`config.mk`:
```
export PLATFORM = sky130hd
export DESIGN_NAME = pipeline_ctrl
export DESIGN_NICKNAME = d
export VERILOG_FILES = /design/src/rtl/pipeline_ctrl.sv
export SDC_FILE = /design/constraint.sdc
export NUM_CORES = 1
export LEC_CHECK = 0
export BUFFER_PORTS_ARGS = -buffer_cell sky130_fd_sc_hd__buf_2
export CAP_MARGIN = 20
export CORE_UTILIZATION = 41
export CTS_CLUSTER_SIZE = 40
export DETAILED_ROUTE_END_ITERATION = 16
export GPL_ROUTABILITY_DRIVEN = 0
export HOLD_SLACK_MARGIN = 0.05
export PLACE_DENSITY = 0.8
export SLEW_MARGIN = 10
export SYNTH_ARGS = -nofsm -noshare
export SYNTH_HDL_FRONTEND = slang
export SYNTH_SLANG_ARGS = --single-unit
```
`constraint.sdc`:
```
create_clock -name clk -period 1.9 [get_ports clk]
set_clock_uncertainty 0.05 [all_clocks]
set_input_delay 0.095 -clock clk [delete_from_list [all_inputs] [get_ports clk]]
set_output_delay 0.095 -clock clk [all_outputs]
set_load 0.01 [all_outputs]
```
`src/rtl/pipeline_ctrl.sv`:
```
// Stall/flush sequencer for the 5-stage pipeline.
// Optional stall watchdog: define PIPELINE_CTRL_WDOG_EN.
module pipeline_ctrl #(
  parameter logic [31:0] EXC_VECTOR = 32'hbfc00380,
  parameter int unsigned WDOG_LIMIT = 1024
) (
  input  logic        clk,
  input  logic        rst,
  input  logic        stallreq_from_id,
  input  logic        stallreq_from_ex,
  input  logic        stallreq_from_mem,
  input  logic [31:0] excepttype_i,
  input  logic [31:0] cp0_epc_i,
  output logic [5:0]  stall,
  output logic        flush,
  output logic [31:0] new_pc,
  output logic        stall_timeout
);

  typedef enum logic {
    IDLE,
    FLUSH
  } state_t;

  localparam logic [31:0] EXC_ERET = 32'h0000000e;

  state_t      state_q;
  state_t      state_d;
  logic        flush_q;
  logic        flush_d;
  logic [31:0] new_pc_q;
  logic [31:0] new_pc_d;
  logic        exc;

  assign exc = (excepttype_i != 32'd0);

  always_comb begin
    state_d  = state_q;
    flush_d  = 1'b0;
    new_pc_d = new_pc_q;
    stall    = 6'b000000;
    unique case (state_q)
      IDLE: begin
        if (exc) begin
          // freeze everything so the faulting instr stays put
          stall    = 6'b111111;
          state_d  = FLUSH;
          flush_d  = 1'b1;
          new_pc_d = (excepttype_i == EXC_ERET) ?
                     cp0_epc_i : EXC_VECTOR;
        end else begin
          priority case (1'b1)
            stallreq_from_mem: stall = 6'b011111;
            stallreq_from_ex:  stall = 6'b001111;
            stallreq_from_id:  stall = 6'b000111;
            default:           stall = 6'b000000;
          endcase
        end
      end
      FLUSH: begin
        state_d = IDLE;
      end
    endcase
  end

  always_ff @(posedge clk) begin
    if (rst) begin
      state_q  <= IDLE;
      flush_q  <= 1'b0;
      new_pc_q <= 32'd0;
    end else begin
      state_q  <= state_d;
      flush_q  <= flush_d;
      new_pc_q <= new_pc_d;
    end
  end

  assign flush  = flush_q;
  assign new_pc = new_pc_q;

`ifdef PIPELINE_CTRL_WDOG_EN
  localparam int CW = $clog2(WDOG_LIMIT + 1);
  localparam logic [CW-1:0] LAST = CW'(WDOG_LIMIT - 1);

  logic [CW-1:0] wd_cnt;
  logic          wd_to;

  always_ff @(posedge clk) begin
    if (rst) begin
      wd_cnt <= '0;
      wd_to  <= 1'b0;
    end else begin
      wd_to <= 1'b0;
      if (state_q == FLUSH || stall == 6'd0) begin
        wd_cnt <= '0;
      end else if (wd_cnt == LAST) begin
        wd_cnt <= '0;
        wd_to  <= 1'b1;
      end else begin
        wd_cnt <= wd_cnt + CW'(1);
      end
    end
  end

  assign stall_timeout = wd_to;
`else
  assign stall_timeout = 1'b0;
`endif

endmodule

```
Yosys cells after proc, flatten, opt, wreduce, memory -nomap -nowiden
Index checks and enable logic that the tools add are counted.
{ "op_classes": {"reduce_logical": 3, "eq_ne": 1, "n_bitwise": 1, "muxes": 8} }
{ "ops": {"columns": ["cell", "count"], "rows": [
  ["$eq 32x4->1 const B", 1],
  ["$mux 32", 1],
  ["$reduce_bool 32->1", 1],
  ["$mux 6", 2],
  ["$mux 5", 1],
  ["$mux 4", 1],
  ["$mux 3", 1],
  ["$pmux 1 s2", 1],
  ["$reduce_and 2->1", 1],
  ["$reduce_or 2->1", 1],
  ["$mux 1", 1],
  ["$not 1->1", 1]
]} }
{ "totals": {"ff_bits": 34, "elab_cells": 16, "input_bits": 69} }

Logic depth before layout (Yosys ltp)
Gate-level depths: netlist of run 1.
{ "logic_depth": {"ltp_word": 5, "mapped_depth": 6} }

Worst setup path before layout of run 1
No wires, ideal clock.
{ "synth_timing": {"kind": "register -> register", "start": "register state_q", "end": "register new_pc_q[24] (netlist: new_pc[24])", "setup_slack_ns": 0.457, "path_buffers": 2, "synth_period_minus_slack_ns": 1.443, "stages_incl_launch_ff": 6, "setup_time_ns": 0.119, "arrival_time_ns": 1.275, "path_cell_list": "dfxtp_1 clkbuf_1 and4b_1 nand3_2 buf_2 o221a_1"} }
{ "synth_via": {"elab_chain_cells": 2} }
{ "synth_rtl": {"columns": ["item", "line_no", "rtl"], "rows": [
  ["start, declared", "27", "state_t state_q;"],
  ["start signal, assigned", "72", "state_q <= state_d;"],
  ["$not 1->1", null, null],
  ["$reduce_and 2->1 (no line)", null, null],
  ["end signal, assigned", "74", "new_pc_q <= new_pc_d;"],
  ["end, declared", "31", "logic [31:0] new_pc_q;"]
]} }
No other way between the ends.
A chain may end at the register's enable or synchronous reset.

Final worst setup path of run 1
{ "layout_timing": {"start": "input excepttype_i[0]", "end": "output stall[2]"} }
{ "layout_via": {"elab_chain_cells": 3} }
{ "layout_rtl": {"columns": ["item", "line_no", "rtl"], "rows": [
  ["start, declared", "12", "input logic [31:0] excepttype_i,"],
  ["$reduce_bool 32->1", "35", "assign exc = (excepttype_i != 32'd0);"],
  ["$mux 6", "44", "if (exc) begin"],
  ["$mux 6", "42", "unique case (state_q)"],
  ["end, declared", "14", "output logic [5:0] stall,"]
]} }
No other way between the ends.

==> results of run 1 <==
## routing by layer
| metal | global-route usage [%] | up-vias | part of all wire [%] |
|---|---|---|---|
| li1 | - | 946 | - |
| met1 | 29.73 | 902 | 40 |
| met2 | 46.01 | 117 | 50 |
| met3 | 4.348 | 13 | 8.0 |
| met4 | 13.64 | 0 | 2.5 |
| met5 | 0 | - | 0 |
## synthesized netlist by cell type
library cell	instances	area share [%]
a31oi_4	1	1.4
o221a_1	12	8.8
and4_1	2	1.1
nand2_1	20	4.9
nor3_2	1	0.65
nor4_1	6	2.4
and2_1	2	0.81
a31oi_1	23	9.3
conb_1	1	0.24
nand4_1	40	16
nand3_2	1	0.65
and4b_1	1	0.65
buf_6	1	0.73
clkbuf_1	10	2.4
buf_4	5	2.4
nor2_1	2	0.49
dfxtp_1	33	43
inv_1	2	0.49
nor3_1	2	0.65
buf_2	9	2.9
## kinds of logic after synthesis
| logic type | count (synthesis) | synth area share, % |
|---|---|---|
| AOI/OAI and AO/OA | 36 | 19.45 |
| and+or+nand+nor | 77 | 28.53 |
| DFF | 33 | 42.79 |
| other | 1 | 0.2429 |
| buffers and inverters | 27 | 8.996 |
## cell type report
type / count / area (µm²)
clock inverter: 3 / 65.06
tap: 46 / 57.56
inverter: 2 / 7.507
multi-input combinational: 114 / 744.5
sequential: 33 / 660.6
fill: 278 / 935.9
timing repair buffer: 149 / 928.4
clock buffer: 5 / 68.82
## path summary, 6_finish.rpt
check	from	end	depth (start not counted)
max	excepttype_i[0]	stall[2]	6
min reg2reg	new_pc[15]	new_pc[15]	2
min	cp0_epc_i[17]	new_pc[17]	3
max reg2reg	state_q	new_pc[23]	3
## registers in the layout (all words and copies together), names as in the netlist
| name | cells |
|---|---|
| new_pc | 32 |
| state_q | 1 |
## per-stage QoR
step / cells / hold WS [ps] / total power, mW / worst slack, ps
global route: 352 / 69.71 / 1.831 / 130.9
global placement: 313 / 306.5 / 0.9317 / 194.4
floorplan: 174 / 208.9 / 0.8238 / 456.6
detailed placement: 313 / 310.7 / 0.9346 / 147.2
CTS: 352 / 59.46 / 1.761 / 297.9
finish: 352 / 61.06 / 1.764 / 297.3
## power breakdown
part	internal (mW)	switching [mW]	total [mW]
Clock	0.521	0.270	0.791
Sequential	0.713	0.0122	0.725
Combinational	0.141	0.108	0.249
Total	1.37	0.390	1.76
## critical path, stage by stage
cell,delay (ps)
buf_2,90
nor4_1,240
and4_1,510
and2_1,240
a31oi_1,110
buf_2,160
==> impl_results.rst, run 1 <==
.. list-table::
   :header-rows: 1

   * - Metric
     - Value
   * - Outcome
     - completed
   * - Drt total wl
     - 5.157 mm
   * - Die span in x
     - 63.37 µm
   * - Placed cell areas
     - approximately 0.0021 mm²
   * - HPWL Detailed
     - 3.258 mm
   * - Vertical die dimension
     - 63.37 µm
   * - Maximum number of pins on one net before global-route repair
     - 23
   * - Violation count after the first detailed-routing iteration
     - 123
   * - Post CTS Setup Buffer Count
     - 0
   * - # port buffers
     - 107
   * - Number of standard-cell rows in the floorplan
     - 21
   * - Effective utilization at floorplan
     - 44.52%
   * - Share of the clock period used by the worst path
     - 84.35%
   * - Kind of capture point of the worst setup path
     - output port
   * - I/O pin cnt
     - 109
   * - Inserted Diodes
     - 0
   * - Standby leakage power
     - 1.094 nW
   * - Post-CTS resize count
     - 0
   * - Final #Nets
     - between 300 and 400
   * - Cell count after synthesis
     - between 150 and 200
   * - Final hold viol count
     - 0
   * - Summed negative setup slack over all endpoints
     - 0 ps
   * - Data arrival at the endpoint of the critical path
     - about 1500 ps
   * - R2R setup slack
     - 520 ps
   * - Number of vias after detailed routing
     - around 2,000
   * - Clock transition at path regs
     - 70 ps
   * - Sequential area share after synthesis
     - 42.79%
   * - Tot GR Track Use
     - 26.09%
   * - Hold-fix buffers at CTS
     - 31
   * - Post-synth design cell area
     - 0.001544 mm²
   * - Count of unresolved DRC violations after routing
     - 0
   * - Per-cell routed wire length
     - 14.65 µm
   * - 1st-pass router iterations
     - 4
   * - Number of failing setup endpoints in the final timing report
     - 0
   * - Maximum clock path buffer count
     - 2
   * - Total overflow reported by the global router
     - 0
   * - Max-slew violation count
     - 0
   * - Clock sinks
     - 33
   * - Number of maximum-capacitance violations
     - 0
   * - Most frequent cells in the layout
     - buf_2 (107), nand4_1 (40), dfxtp_1 (33)
   * - Setup repair after global routing missed its margin
     - false
   * - Crit path max fanout
     - 10
   * - Via count of the first global-routing pass
     - 1,793
   * - Root buffer cell
     - clkbuf_8
   * - Synthesized area divided by synthesized cell count
     - 8.873 µm²
   * - Cts bufs inserted
     - 5
   * - Share of the core filled with cells
     - 73.02%
   * - Placeable core area
     - 0.003468 mm²
   * - Maximum clock rate
     - 0.6239 GHz
   * - Most common library cell in the layout ignoring fill and taps
     - buf_2
   * - Clock tree from TritonCTS
     - done
   * - Post-synthesis to final-layout area growth
     - 64.02%
   * - Average via count per standard cell
     - 5.619
   * - Fraction of final layout cells with drive strength greater than 1
     - 42.16%
   * - Number of antenna violations at the first check in global routing
     - 0
   * - Number of nets with antenna violations after detailed routing
     - 0
   * - Critical Path Start Type
     - input port
   * - Design Area, Final
     - 0.002532 mm²
   * - Path type of the worst setup path
     - input port to output port
   * - Die Outline Area
     - 0.004015 mm²
   * - Worst Path Required
     - 1750 ps
   * - Post-synthesis cell type count
     - 20
   * - Number of H-tree levels
     - 2
   * - Insertion delay to the later sink of the worst-skew pair
     - 280 ps
   * - Synth Net Count
     - 243
   * - First-pass GRT wire length
     - 8.211 mm
   * - Total power density per cell area
     - 696.7 mW/mm²
   * - Worst-case vdd ir drop
     - roughly 0.37 mV
   * - Final critical delay including setup and external delays
     - about 1600 ps
   * - Total number of yosys warnings
     - 0
   * - Number of flip-flops and latches in the synthesized netlist
     - 33
   * - Hold Path Class
     - input port to flop
Note: power is estimated with default switching activity, not from simulation.
==> run 2, diff against run 1 <==
--- a/config.mk
+++ b/config.mk
@@ -7,12 +7,12 @@
 export LEC_CHECK = 0
 export BUFFER_PORTS_ARGS = -buffer_cell sky130_fd_sc_hd__buf_2
 export CAP_MARGIN = 20
-export CORE_UTILIZATION = 41
+export CORE_UTILIZATION = 37
 export CTS_CLUSTER_SIZE = 40
 export DETAILED_ROUTE_END_ITERATION = 16
 export GPL_ROUTABILITY_DRIVEN = 0
 export HOLD_SLACK_MARGIN = 0.05
-export PLACE_DENSITY = 0.8
+export PLACE_DENSITY = 0.76
 export SLEW_MARGIN = 10
 export SYNTH_ARGS = -nofsm -noshare
 export SYNTH_HDL_FRONTEND = slang
==> constraint.sdc (replaced) <==
create_clock -name clk -period 1.4 [get_ports clk]
set_clock_uncertainty 0.05 [all_clocks]
set_input_delay 0.07 -clock clk [delete_from_list [all_inputs] [get_ports clk]]
set_output_delay 0.07 -clock clk [all_outputs]
set_load 0.01 [all_outputs]
==> run 2 against run 1 <==
  * Sequential cell count unchanged
  * Hold slack improved by 130 ps
  * Combinational power increased by 40%
  * Critical endpoint is now new_pc[26]
==> impl_results.rst, run 2 (same netlist as run 1, synthesis figures left out) <==
.. list-table::
   :header-rows: 1

   * - Metric
     - Value
   * - Outcome
     - completed
   * - Vertical die dimension
     - 66.60 µm
   * - Crit path max fanout
     - 12
   * - Worst reg-to-reg path cell count
     - 3
   * - Via count of the first global-routing pass
     - ~1,800
   * - Worst Path Required
     - 1510 ps
   * - Summed negative setup slack over all endpoints
     - 0 ps
   * - Fraction of final layout cells with drive strength greater than 1
     - 44.52%
   * - Multi-input gate area
     - 794.5 µm²
   * - Power Internal
     - between 1.5 and 2 mW
   * - Number of standard-cell rows in the floorplan
     - 23
   * - Data arrival at the endpoint of the critical path
     - roughly 1500 ps
   * - Violation count after the first detailed-routing iteration
     - 82
   * - Final critical delay including setup and external delays
     - 1347 ps
   * - First-pass GRT wire length
     - 7.900 mm
   * - Final-layout fill cell count
     - 347
   * - Reg-to-reg endpoint
     - new_pc[26]
   * - Number of antenna violations at the first check in global routing
     - 0
   * - Per-cell routed wire length
     - 14.03 µm
   * - Die Outline Area
     - about 0.0044 mm²
   * - Net load switching power
     - 0.5028 mW
   * - Final hold viol count
     - 0
   * - Maximum clock rate
     - around 0.74 GHz
   * - Standby leakage power
     - ~1.1 nW
   * - Most common library cell in the layout ignoring fill and taps
     - buf_2
   * - Drt total wl
     - 5.050 mm
   * - Setup crit start
     - state_q
   * - Met3 routed WL
     - 313 µm
   * - Number of H-tree levels
     - 2
   * - Total power density per cell area
     - 781.6 mW/mm²
   * - Share of the clock period used by the worst path
     - between 90% and 100%
   * - Effective utilization at floorplan
     - 38.60%
   * - # port buffers
     - 107
   * - Number of maximum-capacitance violations
     - 0
   * - Clock Power Share
     - 33.7%
   * - Post-synthesis to final-layout area growth
     - 66.61%
   * - Critical Path Start Type
     - flop
   * - Placeable core area
     - around 0.004 mm²
   * - R2R setup slack
     - 50 ps
   * - Worst-case vdd ir drop
     - 0.4500 mV
   * - Average via count per standard cell
     - approximately 5.4
   * - Clock transition at path regs
     - 70 ps
   * - Number of vias after detailed routing
     - 1,937
   * - Setup repair after global routing missed its margin
     - false
   * - Met2 routed WL
     - approximately 2.6 mm
   * - HPWL Detailed
     - just over 3 mm
   * - Number of flip-flops under the largest register name
     - 32
   * - Kind of capture point of the worst setup path
     - flop
   * - Clock sinks
     - 33
   * - Top routing layer in use
     - met4
   * - Cts bufs inserted
     - 5
   * - Path type of the worst setup path
     - flop to flop
   * - Hold Path Cell Cnt
     - 2
   * - 1st-pass router iterations
     - 4
   * - Die span in x
     - between 60 and 70 µm
   * - Clock tree from TritonCTS
     - done
   * - Number of failing setup endpoints in the final timing report
     - 0
   * - Root buffer cell
     - clkbuf_8
   * - Switching Share
     - between 20% and 30%
   * - Maximum number of pins on one net before global-route repair
     - 33
   * - Number of nets with antenna violations after detailed routing
     - 0
   * - Total overflow reported by the global router
     - 0
   * - Metal-1 WL
     - 2.100 mm
   * - Seq. cell area
     - 660.6 µm²
   * - Comb power frac
     - between 10% and 20%
   * - Max-slew violation count
     - 0
   * - Final #Nets
     - 378
   * - Hold Path Class
     - input port to flop
   * - Maximum clock path buffer count
     - 2
   * - Most frequent cells in the layout
     - buf_2 (107), nand4_1 (40), dfxtp_1 (33)
   * - Fraction of power consumed by sequential logic
     - between 40% and 50%
   * - Final std cells w/o fill
     - 360
   * - Inserted Diodes
     - 0
   * - Count of unresolved DRC violations after routing
     - 0
   * - Worst setup path endpoint
     - new_pc[26]
   * - Worst reg2reg startpoint
     - state_q
   * - I/O pin cnt
     - between 100 and 150
   * - Insertion delay to the later sink of the worst-skew pair
     - 270 ps
   * - Placed cell count
     - roughly 320
   * - Tot GR Track Use
     - around a quarter
[run 2: cell types whose count changed in the layout (fill, tap and decap cells not counted), moves of 2 or more]
| cell | change |
|---|---|
| and4_1 | -2 |
| and4_4 | +2 |
| buf_4 | +2 |
| bufinv_16 | -2 |
| nor4_1 | -3 |
| nor4_4 | +2 |
[run 2: power by group through the flow]
stage / clock (mW) / combinational [mW] / sequential (mW)
finish: 0.678 / 0.349 / 0.984
global route: 0.726 / 0.378 / 0.986
CTS: 0.688 / 0.339 / 0.983
detailed placement: 0 / 0.261 / 1.00
global placement: 0 / 0.259 / 1.00
floorplan: 0 / 0.106 / 1.02
[run 2: worst max-delay path, stage by stage (launching register included)]
cell	delay, ps
dfxtp_1	330
and4b_1	290
nand3_2	250
o221a_1	320
[run 2: what timing repair did]
action / CTS / global route
endpoints found under the hold margin: 32 / 0
setup endpoints to repair: 6 / 9
hold buffers: 32 / 0
setup buffers: 2 / 2
pin swaps: 1 / 2
gates resized for setup: 6 / 6
[run 2: worst min path at each step]
| stage | to | startpoint | slack [ps] |
|---|---|---|---|
| floorplan | new_pc[0] | cp0_epc_i[0] | 180 |
| global placement | new_pc[22] | cp0_epc_i[22] | 280 |
| CTS | new_pc[15] | rst | 200 |
| finish | new_pc[19] | rst | 190 |
| global route | new_pc[12] | rst | 200 |
| detailed placement | new_pc[25] | cp0_epc_i[25] | 280 |
[run 2: area by class of cell]
type	instances	area share, %
Clock inverter	2	0.3891
Inverter	2	0.2918
Clock buffer	6	2.821
Sequential cell	33	25.68
Timing Repair Buffer	153	37.50
Multi-Input combinational cell	114	30.89
Tap cell	50	2.432
[run 2: metrics by stage]
stage                     util [%]  setup WS (ps)  cell area [µm²]  total power, mW  hold WS [ps]
final                        64.31          52.68             2572            2.011         190.9
after CTS                    63.15          2.714             2526            2.010         197.5
after detailed placement     52.14         -221.0             2086            1.264         284.0
after floorplan                  -          5.005             1556            1.122         183.9
after global placement       52.14         -154.7             2086            1.262         279.0
after global routing         64.31          7.691             2572            2.089         203.9
[run 2: routing by layer]
metal,global-route usage (%),up-vias
met2,42.55,85
met3,5.651,6
met5,0,-
met4,5.053,0
met1,27.53,898
li1,-,948
